<file path="config.mk">
export PLATFORM = sky130hd
export DESIGN_NAME = iter_div
export DESIGN_NICKNAME = d
export VERILOG_FILES = /design/src/rtl/iter_div.sv
export SDC_FILE = /design/constraint.sdc
export NUM_CORES = 1
export LEC_CHECK = 0
export BUFFER_PORTS_ARGS = -buffer_cell sky130_fd_sc_hd__clkbuf_2
export CORE_ASPECT_RATIO = 1.1
export CORE_MARGIN = 1
export CORE_UTILIZATION = 50
export CTS_BUF_LIST = sky130_fd_sc_hd__clkbuf_8
export DETAILED_ROUTE_END_ITERATION = 8
export PLACE_DENSITY = 0.73
export SLEW_MARGIN = 5
export SYNTH_ARGS = -nofsm -noshare
export SYNTH_HDL_FRONTEND = slang
export SYNTH_SLANG_ARGS = --single-unit
</file>
<file path="constraint.sdc">
create_clock -name clk -period 5.2 [get_ports clk]
set_clock_uncertainty 0.1 [all_clocks]
set_input_delay 0.78 -clock clk [delete_from_list [all_inputs] [get_ports clk]]
set_output_delay 0.78 -clock clk [all_outputs]
set_load 0.005 [all_outputs]
</file>
<file path="src/rtl/iter_div.sv">
// Multi-cycle 32-bit restoring divider for the execute stage.
// Signed/unsigned per operation, AXI-stream style operand and result channels.
module iter_div (
    input  logic        clk,
    input  logic        reset,
    input  logic        flush,
    input  logic        s_axis_dividend_tvalid,
    output logic        s_axis_dividend_tready,
    input  logic [31:0] s_axis_dividend_tdata,
    input  logic        s_axis_dividend_tuser,
    input  logic        s_axis_divisor_tvalid,
    output logic        s_axis_divisor_tready,
    input  logic [31:0] s_axis_divisor_tdata,
    output logic        m_axis_dout_tvalid,
    input  logic        m_axis_dout_tready,
    output logic [63:0] m_axis_dout_tdata,
    output logic        busy
);

    typedef enum logic [1:0] {
        IDLE,
        CALC,
        DONE
    } state_t;

    state_t state;
    state_t state_next;

    logic        dvd_captured;
    logic        dvs_captured;
    logic [31:0] dvd_held;
    logic [31:0] dvs_held;
    logic        signed_held;

    logic        idle;
    logic        dvd_fire;
    logic        dvs_fire;
    logic        start;
    logic [31:0] dvd_op;
    logic [31:0] dvs_op;
    logic        signed_op;
    logic        dvd_neg;
    logic        dvs_neg;
    logic [31:0] dvd_abs;
    logic [31:0] dvs_abs;

    logic [31:0] rem;
    logic [31:0] quo;
    logic [31:0] dvs_mag;
    logic [31:0] dvd_orig;
    logic [4:0]  count;
    logic        sign_q;
    logic        sign_r;
    logic        div_zero;
    logic [63:0] result;

    logic [32:0] rem_shift;
    logic [32:0] diff;
    logic [31:0] rem_step;
    logic [31:0] quo_step;
    logic [31:0] quo_fix;
    logic [31:0] rem_fix;
    logic        last;

    // Operand ports
    always_comb begin
        idle = (state == IDLE);
        s_axis_dividend_tready = idle && !dvd_captured && !flush && !reset;
        s_axis_divisor_tready  = idle && !dvs_captured && !flush && !reset;
        dvd_fire = s_axis_dividend_tvalid && s_axis_dividend_tready;
        dvs_fire = s_axis_divisor_tvalid && s_axis_divisor_tready;
        start = idle && !flush && !reset
              && (dvd_captured || dvd_fire)
              && (dvs_captured || dvs_fire);
    end

    // Operands may arrive this cycle or have been held from an earlier one
    always_comb begin
        dvd_op    = dvd_captured ? dvd_held : s_axis_dividend_tdata;
        dvs_op    = dvs_captured ? dvs_held : s_axis_divisor_tdata;
        signed_op = dvd_captured ? signed_held : s_axis_dividend_tuser;
        dvd_neg   = signed_op && dvd_op[31];
        dvs_neg   = signed_op && dvs_op[31];
        dvd_abs   = dvd_neg ? (32'd0 - dvd_op) : dvd_op;
        dvs_abs   = dvs_neg ? (32'd0 - dvs_op) : dvs_op;
    end

    // One restoring step; quo shifts dividend bits out as quotient bits shift in
    always_comb begin
        rem_shift = {rem, quo[31]};
        diff      = rem_shift - {1'b0, dvs_mag};
        rem_step  = diff[32] ? rem_shift[31:0] : diff[31:0];
        quo_step  = {quo[30:0], ~diff[32]};
        last      = (count == 5'd31);
    end

    always_comb begin
        quo_fix = sign_q ? (32'd0 - quo_step) : quo_step;
        rem_fix = sign_r ? (32'd0 - rem_step) : rem_step;
        if (div_zero) begin
            quo_fix = 32'hFFFF_FFFF;
            rem_fix = dvd_orig;
        end
    end

    always_comb begin
        state_next = state;
        unique case (state)
            IDLE: if (start) state_next = CALC;
            CALC: if (last) state_next = DONE;
            DONE: if (m_axis_dout_tready) state_next = IDLE;
            default: state_next = IDLE;
        endcase
        if (flush) state_next = IDLE;
    end

    always_ff @(posedge clk) begin
        if (reset) begin
            state        <= IDLE;
            dvd_captured <= 1'b0;
            dvs_captured <= 1'b0;
            dvd_held     <= '0;
            dvs_held     <= '0;
            signed_held  <= 1'b0;
            rem          <= '0;
            quo          <= '0;
            dvs_mag      <= '0;
            dvd_orig     <= '0;
            count        <= '0;
            sign_q       <= 1'b0;
            sign_r       <= 1'b0;
            div_zero     <= 1'b0;
            result       <= '0;
        end else begin
            state <= state_next;

            if (flush || start) begin
                dvd_captured <= 1'b0;
                dvs_captured <= 1'b0;
            end else begin
                if (dvd_fire) begin
                    dvd_captured <= 1'b1;
                    dvd_held     <= s_axis_dividend_tdata;
                    signed_held  <= s_axis_dividend_tuser;
                end
                if (dvs_fire) begin
                    dvs_captured <= 1'b1;
                    dvs_held     <= s_axis_divisor_tdata;
                end
            end

            if (start) begin
                rem      <= '0;
                quo      <= dvd_abs;
                dvs_mag  <= dvs_abs;
                dvd_orig <= dvd_op;
                count    <= '0;
                sign_q   <= dvd_neg ^ dvs_neg;
                sign_r   <= dvd_neg;
                div_zero <= (dvs_op == 32'd0);
            end else if (state == CALC) begin
                rem   <= rem_step;
                quo   <= quo_step;
                count <= count + 5'd1;
                if (last && !flush) result <= {quo_fix, rem_fix};
            end
        end
    end

    assign m_axis_dout_tvalid = (state == DONE);
    assign m_axis_dout_tdata  = result;
    assign busy               = (state != IDLE);

endmodule

</file>
=== After elaboration in Yosys (flattened, before gate mapping) ===
Index checks and enable logic that the tools add are counted.
Widths: inputs -> output; s select.

* Add/subtract/negate cells: 6
* Equal/unequal tests: 6
* Multiplexer cells: 16
* Bitwise operators: 4
* Reduce and logical (&&, ||, !) cells: 33

{| class="wikitable"
|+ Operators with widths
! kind !! number
|-
| $mux 32 || 11
|-
| $sub 1x32->32 const A || 4
|-
| $sub 33x32->33 || 1
|-
| $logic_not 32->1 || 1
|-
| $logic_and 1x1->1 || 15
|-
| $mux 2 || 3
|-
| $pmux 2 s3 || 1
|-
| $reduce_and 3->1 || 2
|-
| $reduce_or 2->1 || 3
|-
| $add 5x1->5 const B || 1
|-
| $eq 5x5->1 const B || 1
|-
| $logic_not 1->1 || 4
|-
| $ne 2x1->1 const B || 2
|-
| $reduce_and 2->1 || 2
|-
| $reduce_bool 2->1 || 2
|-
| $logic_or 1x1->1 || 3
|-
| $not 1->1 || 3
|-
| $eq 2x1->1 const B || 1
|-
| $eq 2x2->1 const B || 1
|-
| $logic_not 2->1 || 1
|-
| $ne 2x2->1 const B || 1
|-
| $mux 1 || 1
|-
| $xor 1x1->1 || 1
|}

* Register bits after elaboration: 269
* Bits of input ports: 71
* Output and inout port bits: 68

=== Depth between registers and ports, before layout ===
Gate-level depths: netlist (run 1).

* Word-level depth: 11
* Gate-level depth with buffers: 22
* Depth with buffers taken out: 20

=== Worst setup path after synthesis (run 1) ===
No wires, ideal clock.

* Kind: register to register
* Start point: register quo[31]
* End point: register result[28] (netlist: m_axis_dout_tdata[28])
* Data arrival time: 4.759 ns
* Data required time: 4.963 ns
* Setup slack: 0.203 ns
* Stages on the path, launching flop included: 23
* Buffers on the path: 2
* Period minus slack after synthesis: 4.997 ns
* Path through: dfxtp_1 > inv_1 > ha_1 > fa_1 > and2b_1 > o31ai_1 > a21o_1 > o31ai_4 > a31oi_4 > xnor2_4 > inv_4 > clkbuf_1 > clkbuf_1 > nor2_1 > a21oi_1 > ha_1 > o221ai_1 > nor4_1 > mux2i_1 > or2_2 > and4bb_1 > mux2i_1 > a31oi_1

* Cells in the longest elaborated chain, start to end: 5

{| class="wikitable"
|+ Ends and longest elaborated chain
! item !! RTL line !! text
|-
| from (decl) || 48 || <nowiki>logic [31:0] quo;</nowiki>
|-
| from (signal assigned) || 154 || <nowiki>quo <= dvd_abs;</nowiki>
|-
| from (signal assigned) || 163 || <nowiki>quo <= quo_step;</nowiki>
|-
| $sub 33x32->33 || 91 || <nowiki>diff = rem_shift - {1'b0, dvs_mag};</nowiki>
|-
| $mux 32 (*) || 92 || <nowiki>rem_step = diff[32] ? rem_shift[31:0] : diff[31:0];</nowiki>
|-
| $sub 1x32->32 || 99 || <nowiki>rem_fix = sign_r ? (32'd0 - rem_step) : rem_step;</nowiki>
|-
| $mux 32 (*) || 99 ||
|-
| $mux 32 (*) || 100 || <nowiki>if (div_zero) begin</nowiki>
|-
| to (signal assigned) || 165 || <nowiki>if (last && !flush) result <= {quo_fix, rem_fix};</nowiki>
|-
| to (decl) || 55 || <nowiki>logic [63:0] result;</nowiki>
|}

Every way passes the cells marked *; elsewhere a longest branch is shown, timed or not.
A chain may end at the register's enable or synchronous reset.

=== Worst setup path after layout (run 1) ===
Same ends and word-level chain as after synthesis.

==> flow_metrics.tcl, run 1 <==
set metrics [dict create \
    outcome "completed" \
    place_inst 2531 \
    fin_area_mm2 0.0180 \
    final_common_cell "dfxtp_1" \
    antenna_found_initial 0 \
    die_w_um 173 \
    yosysSeqAreaShare_pct 33.3 \
    grt_pass1_wl_um 76800 \
    die_y_um 190 \
    synth_compound_area_share_pct 23.8 \
    timing.fmax_mhz 203 \
    max_cap_viol_count 0 \
    hold_violations 0 \
    period_needed_ns 4.93 \
    ys_types 75 \
    initial_utilization_pct 51.2 \
    cp-startpoint "quo[31]" \
    final.fill_count 2981 \
    slowest_stage "fa_1" \
    synth_fa_ha_area_share_pct 3.07 \
    syn-num-nets 2198 \
    num_io_pins 139 \
    hpwl_um 36500 \
    numCtsBuffers 44 \
    cts_resized 0 \
    dpl_cell_area_mm2 0.0171 \
    endpoint "m_axis_dout_tdata[28]" \
    slew_violations 0 \
    critPathMaxFanout 7 \
    synth_xor_area_share_pct 6.57 \
    synth_ff_type "dfxtp_1" \
    critPathArrivalTime_ns 5.23 \
    drt_pass1_iterations 6 \
    worstMarginPinSlew_ns 1.00 \
    yosysWarningCount 0 \
    r2r-start "quo[31]" \
    viasPerCell 6.00 \
    fin_nets 2267 \
    ant_nets 0 \
    clock_latency_ns 0.57 \
    syn2layout_area_growth_pct 11.6 \
    crit_path_end_kind "register" \
    diodes 0 \
    cts_htree_levels 2 \
    core_mm2 0.0316 \
    ys_seq_elements 269 \
    post_cts_buffers 0 \
    clockBufferDepth 3 \
    critPathMaxStageDelay_ns 0.41 \
    drc 0 \
    ir_drop_v 0.000254 \
    cts-hold-fix-buffers 0 \
    num_rows 68 \
    r2r_cells 20 \
    power_density_mw_per_mm2 363 \
    syn_area_mm2 0.0162 \
    final_core_util_pct 57.1 \
    final_cell_mix "266 x dfxtp_1, 264 x nand2_1, 180 x a21oi_1" \
    overflow 0 \
    path_clk_slew_ns 0.06 \
    r2r_end "m_axis_dout_tdata[28]" \
    rsz0062_at_grt "no" \
    grt_pass1_vias 14194 \
    relSlewSlack_pct 33.1 \
    critPathRequiredTime_ns 5.50 \
    async_flop_share_pct 0 \
    place_ws_ns 0.361 \
    setup_violations 0 \
    fin_cells 2609 \
    setup_tns_ns 0 \
    dieArea_mm2 0.0330 \
    grt_usage_pct 28.9 \
    ctsRootBufferMaster "clkbuf_8" \
    synthMuxAreaShare_pct 6.71 \
    vias 15666 \
    wl_um 48700 \
    synth_cells 2088 \
    place_congestion 0.951 \
    drt_iter0_drc 1378 \
    tritoncts "done" \
    grt_max_degree 92 \
    wl_per_cell_um 18.7 \
    drive_gt1_share_pct 12.5 \
    seq_area_mm2 0.00539 \
    multiInputGateArea_mm2 0.0100 \
    ff2ff_setup_slack_ns 0.27 \
    fin_ws_ns 0.275 \
    worstSetupPathType "reg2reg" \
    synth_top_family_by_area "compound AO/OA/AOI/OAI gates" \
    synth.avg_cell_area_um2 7.73 \
    hp-class "in2reg" \
    crit_path_cell_trace "inv_1, ha_1, fa_1, and2b_1, o31ai_1, a21o_1, o31ai_4, a31oi_4, xnor2_4, inv_4, nor2_1, a21oi_1, ha_1, o221ai_1, nor4_1, mux2i_1, or2_2, and4bb_1, mux2i_1, a31oi_1" \
    portBuffers 138 \
    period_share_pct 94.7 \
    clock_sinks 269 \
    synth_simple_gate_area_share_pct 21.7 \
    critPathLaunchType "register" \
    p_leak_nw 6.90 \
    synth_edf_count 0 \
]
## state kept, by name, summed over array words and instances (netlist names), 2 cells and up
signal,count
dvd_held,32
m_axis_dout_tdata,64
dvs_mag,32
quo,32
dvd_orig,32
state,2
dvs_held,32
count,5
rem,32
## cells in the mapped netlist, types with 11 or more instances
master | count | share of area, %
a21oi_1 | 180 | 5.6
a22oi_1 | 27 | 1.3
a211oi_1 | 55 | 2.6
buf_2 | 13 | 0.40
nand2b_1 | 16 | 0.62
o31ai_1 | 36 | 1.7
mux2i_1 | 97 | 6.0
nand3_1 | 91 | 2.8
o211ai_1 | 12 | 0.56
clkbuf_1 | 121 | 2.8
nor2b_1 | 11 | 0.43
inv_1 | 50 | 1.2
xnor2_1 | 68 | 3.7
nand2_1 | 264 | 6.1
and2_1 | 12 | 0.46
o22ai_1 | 13 | 0.50
nor3_1 | 69 | 2.1
dfxtp_1 | 269 | 33
or3_1 | 21 | 0.81
a31oi_1 | 32 | 1.2
a21o_1 | 19 | 0.88
o211a_1 | 12 | 0.74
nor2_1 | 166 | 3.9
nor4_1 | 11 | 0.43
nand4_1 | 13 | 0.50
nor3b_1 | 21 | 0.98
a221oi_1 | 13 | 0.70
o21ai_0 | 138 | 4.3
and3_1 | 25 | 0.97
ha_1 | 38 | 2.9
xor2_1 | 50 | 2.7
## worst min-delay path by stage
| stage | from | endpoint | slack, ns | depth (start not counted) |
|---|---|---|---|---|
| 2_1_floorplan | dvd_orig[0] | dvd_orig[0] | 0.33 | 2 |
| 3_3_place_gp | dvd_orig[0] | dvd_orig[0] | 0.34 | 2 |
| 3_5_place_dp | signed_held | signed_held | 0.34 | 2 |
| 4_1_cts | s_axis_dividend_tdata[26] | dvd_held[26] | 0.32 | 3 |
| 5_1_grt | s_axis_divisor_tdata[28] | dvs_held[28] | 0.32 | 3 |
| 6_report | s_axis_divisor_tdata[12] | dvs_held[12] | 0.34 | 3 |
## per-layer routing
metal  up-vias  GRT usage [%]  part of all wire [%]
met5         -              0                     0
met1      7339           41.4                    47
met2       588           45.0                    44
met4         0           7.62                   2.1
met3        77           4.29                   7.4
li1       7662              -                     -
## cell type report
cell class | instances | share of cell area (%)
Multi-Input combinational cell | 1622 | 55.7
Sequential cell | 269 | 29.9
Timing Repair Buffer | 168 | 5.10
Clock buffer | 54 | 4.12
Tap cell | 420 | 2.92
Clock inverter | 24 | 1.15
Inverter | 52 | 1.10
## through the flow
step | hold slack [ns] | power, W
3_3_place_gp | 0.336 | 0.00453
2_1_floorplan | 0.325 | 0.00392
3_5_place_dp | 0.343 | 0.00454
6_report | 0.343 | 0.00655
5_1_grt | 0.322 | 0.00689
4_1_cts | 0.317 | 0.00654
## critical path: cells and delay by family, from the launching register on
family | cells | cell delay (ns)
buffers and inverters | 2 | 0.17
muxes | 2 | 0.36
and+or+nand+nor | 5 | 1.26
adders and majority gates | 3 | 0.93
DFF | 1 | 0.39
AOI/OAI and AO/OA | 7 | 1.37
xor gates and xnor gates | 1 | 0.17
## report_power, final
| part | internal (W) | switching (W) |
|---|---|---|
| registers | 0.00213 | 0.0000805 |
| logic | 0.000862 | 0.00148 |
| clock network | 0.00114 | 0.000861 |
| total | 0.00413 | 0.00242 |
## cell families after synthesis
family | count (synthesis)
simple gates | 752
compound gates | 605
flops | 269
buf+inv | 197
xor+xnor | 119
mux | 107
fa+ha+maj | 39
Power figures use the tool's default switching activity.
==> run 2: changes to the inputs <==
- CORE_MARGIN: 1 -> 2
- CORE_UTILIZATION: 50 -> 45
- PLACE_DENSITY: 0.73 -> 0.67
==> run 2 against run 1 <==
Core utilization is 5.6 points lower. Sequential power hardly changed. Wire length is 2.3% higher. Critical path type unchanged. Fmax is 0.87% higher. Hold slack worse by 0.033 ns. Cell area is 0.92% higher.
==> flow_metrics.tcl, run 2 (synthesized netlist as in run 1, its figures left out) <==
set metrics [dict create \
    fin_nets 2267 \
    hpwl_um 37400 \
    critPathLaunchType "register" \
    cts-hold-fix-buffers 0 \
    period_share_pct 93.9 \
    dieArea_mm2 0.0374 \
    ctsRootBufferMaster "clkbuf_8" \
    drt_pass1_iterations 6 \
    hold_end "dvd_held[26]" \
    numCtsBuffers 46 \
    drive_gt1_share_pct 12.7 \
    path_clk_slew_ns 0.06 \
    drt_iter0_drc 1341 \
    multiInputGateArea_mm2 0.0100 \
    hp-start "s_axis_dividend_tdata[26]" \
    grt_max_degree 88 \
    p_leak_nw 6.94 \
    core_mm2 0.0353 \
    initial_utilization_pct 45.7 \
    critPathArrivalTime_ns 5.25 \
    portBuffers 138 \
    grt_usage_pct 26.2 \
    diodes 0 \
    slew_violations 0 \
    critPathRequiredTime_ns 5.57 \
    worstMarginPinSlew_ns 1.10 \
    max_cap_viol_count 0 \
    ant_nets 0 \
    viasPerCell 5.86 \
    r2r_cells 19 \
    place_congestion 0.950 \
    grt_pass1_wl_um 78100 \
    clock_sinks 269 \
    final_cell_mix "266 x dfxtp_1, 264 x nand2_1, 180 x a21oi_1" \
    rsz0062_at_grt "no" \
    seq_area_mm2 0.00539 \
    period_needed_ns 4.88 \
    num_io_pins 139 \
    ff2ff_setup_slack_ns 0.32 \
    cts_htree_levels 2 \
    vias 15666 \
    final_core_util_pct 51.5 \
    timing.fmax_mhz 205 \
    ir_drop_v 0.000192 \
    cts_resized 0 \
    drc 0 \
    highest_layer "met4" \
    met2_length_um 21100 \
    overflow 0 \
    grt_pass1_vias 14305 \
    wl_per_cell_um 18.6 \
    final_common_cell "dfxtp_1" \
    hp-class "in2reg" \
    wl_um 49800 \
    r2r-start "quo[31]" \
    clock_latency_ns 0.60 \
    crit_path_end_kind "register" \
    final.fill_count 3498 \
    r2r_end "m_axis_dout_tdata[28]" \
    setup_violations 0 \
    syn2layout_area_growth_pct 12.6 \
    clockBufferDepth 3 \
    hold_violations 0 \
    antenna_found_initial 0 \
    critPathMaxFanout 6 \
    largest_reg_flops 64 \
    post_cts_buffers 0 \
    worstSetupPathType "reg2reg" \
    setup_tns_ns 0 \
    wl_met1_um 23700 \
    dr_wl_met3_um 3530 \
    power_density_mw_per_mm2 370 \
    die_w_um 185 \
    min_path_cells 3 \
    die_y_um 203 \
    outcome "completed" \
    relSlewSlack_pct 27.0 \
    tritoncts "done" \
    num_rows 72 \
]
[run 2: changes by cell type in the layout (fill, tap and decap cells not counted), moves of 2 or more]
cell,change
buf_4,-2
bufinv_16,+2
clkinv_2,+2
clkinvlp_4,+2
[run 2: critical path, stage by stage (launching register included)]
cell and delay, ns:
dfxtp_1 0.38, inv_1 0.06, ha_1 0.23, fa_1 0.40
and2b_1 0.26, o31ai_1 0.14, a21o_1 0.26, o31ai_4 0.35
a31oi_4 0.19, xnor2_4 0.22, inv_4 0.07, a21oi_1 0.23
ha_1 0.29, o221ai_1 0.14, nor4_1 0.30, mux2i_1 0.17
or2_2 0.38, and4bb_1 0.29, mux2i_1 0.20, a31oi_1 0.09
[run 2: power by group]
group          leakage, nW  internal, W  switching, W
combinational         4.17     0.000858       0.00148
sequential            2.18      0.00213     0.0000807
clock                0.587      0.00127      0.000915
[run 2: stage by stage]
step | worst slack, ns | cell area (um2) | total power, W | hold WS (ns) | std cells
5_1_grt | 0.0805 | 18200 | 0.00708 | 0.295 | 2675
3_5_place_dp | 0.396 | 17100 | 0.00455 | 0.346 | 2590
4_1_cts | 0.375 | 18200 | 0.00673 | 0.275 | 2675
6_report | 0.317 | 18200 | 0.00673 | 0.310 | 2675
3_3_place_gp | 0.503 | 17100 | 0.00453 | 0.338 | 2590
2_1_floorplan | 0.203 | 16200 | 0.00392 | 0.325 | 2088
[run 2: layout make-up]
class                           count  share of cell area [%]
Clock buffer                       55                    4.16
Inverter                           52                    1.09
Tap cell                          481                    3.31
Sequential cell                   269                    29.6
Multi-Input combinational cell   1622                    55.2
Clock inverter                     30                    1.62
Timing Repair Buffer              166                    4.97
[run 2: worst max path at each step]
stage | startpoint | end | slack, ns | cells past startpoint
floorplan | quo[31] | m_axis_dout_tdata[28] | 0.20 | 22
global placement | quo[31] | m_axis_dout_tdata[28] | 0.50 | 19
detailed placement | quo[31] | m_axis_dout_tdata[28] | 0.40 | 19
CTS | quo[31] | m_axis_dout_tdata[28] | 0.37 | 19
global route | quo[31] | m_axis_dout_tdata[28] | 0.08 | 19
finish | quo[31] | m_axis_dout_tdata[28] | 0.32 | 19
[run 2: routing by layer]
metal | track usage (%) | vias to the layer above
met2 | 38.4 | 591
met3 | 3.98 | 94
li1 | - | 7689
met4 | 9.38 | 0
met1 | 38.6 | 7292
met5 | 0 | -
==> run 3: changes to the inputs <==
- ABC_AREA: default -> 1
==> run 3 against run 2 <==
Die area rose by 4.6%. Highest routed layer unchanged. Synthesized cell count rose by 30%. Largest power group unchanged. Critical path depth rose by 10. Final cell count rose by 24%.
==> flow_metrics.tcl, run 3 <==
set metrics [dict create \
    num_io_pins 139 \
    tritoncts "done" \
    outcome "completed" \
    synth_largest_area_cell "dfxtp_1" \
    critPathLaunchType "register" \
    seq_area_mm2 0.00539 \
    fin_cells 3315 \
    drt_iter0_drc 1737 \
    switching_share_pct 39.8 \
    yosysSeqAreaShare_pct 31.8 \
    synth_edf_count 0 \
    slowest_stage "fa_1" \
    grt_pass1_wl_um 91100 \
    cts-hold-fix-buffers 0 \
    final.fill_count 3862 \
    ys_types 57 \
    grt_pass1_vias 16403 \
    syn2layout_area_growth_pct 11.6 \
    worstSetupPathType "reg2reg" \
    yosys-top-cells-area "dfxtp_1 32%, nand2_1 14%, inv_1 10%, o21ai_0 7.9%, a21oi_1 6.6%" \
    wl_per_cell_um 17.7 \
    overflow 0 \
    rsz0062_at_grt "no" \
    ys_seq_elements 269 \
    place_ws_ns 0.696 \
    clock_latency_ns 0.61 \
    numCtsBuffers 47 \
    power_density_mw_per_mm2 339 \
    period_needed_ns 4.62 \
    grt_max_degree 94 \
    ant_nets 0 \
    multiInputGateArea_mm2 0.00924 \
    timing.fmax_mhz 217 \
    synth_top_area_share_pct 31.8 \
    critPathRequiredTime_ns 5.59 \
    internal-power_w 0.00385 \
    antenna_found_initial 1 \
    setup_tns_ns 0 \
    place_congestion 0.944 \
    die_y_um 207 \
    hold_slack_ns 0.344 \
    place_inst 3236 \
    period_share_pct 88.8 \
    viasPerCell 5.37 \
    synth_xor_area_share_pct 3.00 \
    fin_ws_ns 0.584 \
    portBuffers 138 \
    hp-class "reg2reg" \
    critPathArrivalTime_ns 5.00 \
    critPathMaxStageDelay_ns 0.43 \
    yosys-top-cells-count "653 x nand2_1, 467 x inv_1, 269 x dfxtp_1" \
    critPathMaxFanout 7 \
    clock_sinks 269 \
    p_leak_nw 9.18 \
    vias 17809 \
    post-synth-top-count-cell "nand2_1" \
    clockBufferDepth 3 \
    final_common_cell "nand2_1" \
    crit_path_end_kind "register" \
    initial_utilization_pct 45.5 \
    clockPowerShare_pct 32.4 \
    critPathMostFrequentCell "nand2_1" \
    worstMarginPinSlew_ns 1.36 \
    yosysWarningCount 0 \
    synth_fa_ha_area_share_pct 2.93 \
    syn-num-nets 2815 \
    path_clk_slew_ns 0.07 \
    synth_simple_gate_area_share_pct 27.8 \
    synth_top_family_by_area "simple AND/OR/NAND/NOR gates" \
    wl_um 58800 \
    dieArea_mm2 0.0391 \
    relSlewSlack_pct 8.28 \
    synth_ff_type "dfxtp_1" \
    p_switching_w 0.00254 \
    fin_nets 2901 \
    ir_drop_v 0.000182 \
    final_cell_mix "651 x nand2_1, 480 x inv_1, 267 x dfxtp_1" \
    synth.avg_cell_area_um2 6.25 \
    post_cts_buffers 0 \
    grt_usage_pct 29.5 \
    syn_area_mm2 0.0169 \
    hpwl_um 44100 \
    async_flop_share_pct 0 \
    die_w_um 189 \
    synth_compound_area_share_pct 20.8 \
    pwr-share-comb_pct 34.3 \
    slew_violations 0 \
    cts_htree_levels 2 \
    synth_cells 2705 \
    hold_violations 0 \
    drive_gt1_share_pct 10.9 \
    drt_pass1_iterations 6 \
    num_rows 74 \
    setup_violations 0 \
    cts_resized 0 \
    max_cap_viol_count 0 \
    drc 0 \
    ctsRootBufferMaster "clkbuf_8" \
    largest_reg_flops 64 \
    synthMuxAreaShare_pct 0 \
    pwr-share-seq_pct 33.3 \
    core_mm2 0.0371 \
]
==> run 3: path summary, 6_finish.rpt <==
path                     from  cells past startpoint  slack, ns                    end
setup / recovery      quo[31]                     29       0.58  m_axis_dout_tdata[62]
hold / removal    dvs_held[3]                      2       0.34            dvs_held[3]
setup reg to reg      quo[31]                     29       0.58  m_axis_dout_tdata[62]
hold reg to reg   dvs_held[3]                      2       0.34            dvs_held[3]
==> run 3: kinds of logic after synthesis <==
family,after synthesis
compound gates,638
fa+ha+maj,39
flops,269
xor+xnor,58
simple gates,1102
buf+inv,599
==> run 3: cell type report <==
cell class	instances	share of cell area, %
sequential	269	28.6
timing repair buffer	159	4.56
inverter	477	9.50
clock buffer	58	4.23
tap	494	3.28
multi-input combinational	1837	49.0
antenna	1	0.0133
clock inverter	20	0.882
==> run 3: power by group through the flow <==
| stage | clock network, W | logic [W] | registers [W] |
|---|---|---|---|
| 6_report | 0.00207 | 0.00219 | 0.00213 |
| 5_1_grt | 0.00219 | 0.00241 | 0.00213 |
| 4_1_cts | 0.00210 | 0.00215 | 0.00213 |
| 3_3_place_gp | 0 | 0.00214 | 0.00217 |
| 3_5_place_dp | 0 | 0.00214 | 0.00217 |
| 2_1_floorplan | 0 | 0.00152 | 0.00216 |
==> run 3: critical path, delay by kind of cell (launching register included) <==
kind | cells | cell delay (ns)
simple gates | 18 | 2.15
compound gates | 4 | 0.71
buf+inv | 3 | 0.21
fa+ha+maj | 3 | 0.82
xor+xnor | 1 | 0.18
flops | 1 | 0.32
==> run 3: through the flow <==
stage | util, % | power, W | cell area [um2]
CTS | 50.8 | 0.00638 | 18900
finish | 50.8 | 0.00639 | 18900
global placement | 48.2 | 0.00431 | 17900
global route | 50.8 | 0.00672 | 18900
floorplan | - | 0.00368 | 16900
detailed placement | 48.2 | 0.00431 | 17900
==> run 3: layer usage <==
metal,global-route usage [%],up-vias,wire [um]
li1,-,8833,-
met1,40.7,8160,26500
met2,45.8,706,25700
met3,5.71,110,4720
met4,10.5,0,1950
met5,0,-,0
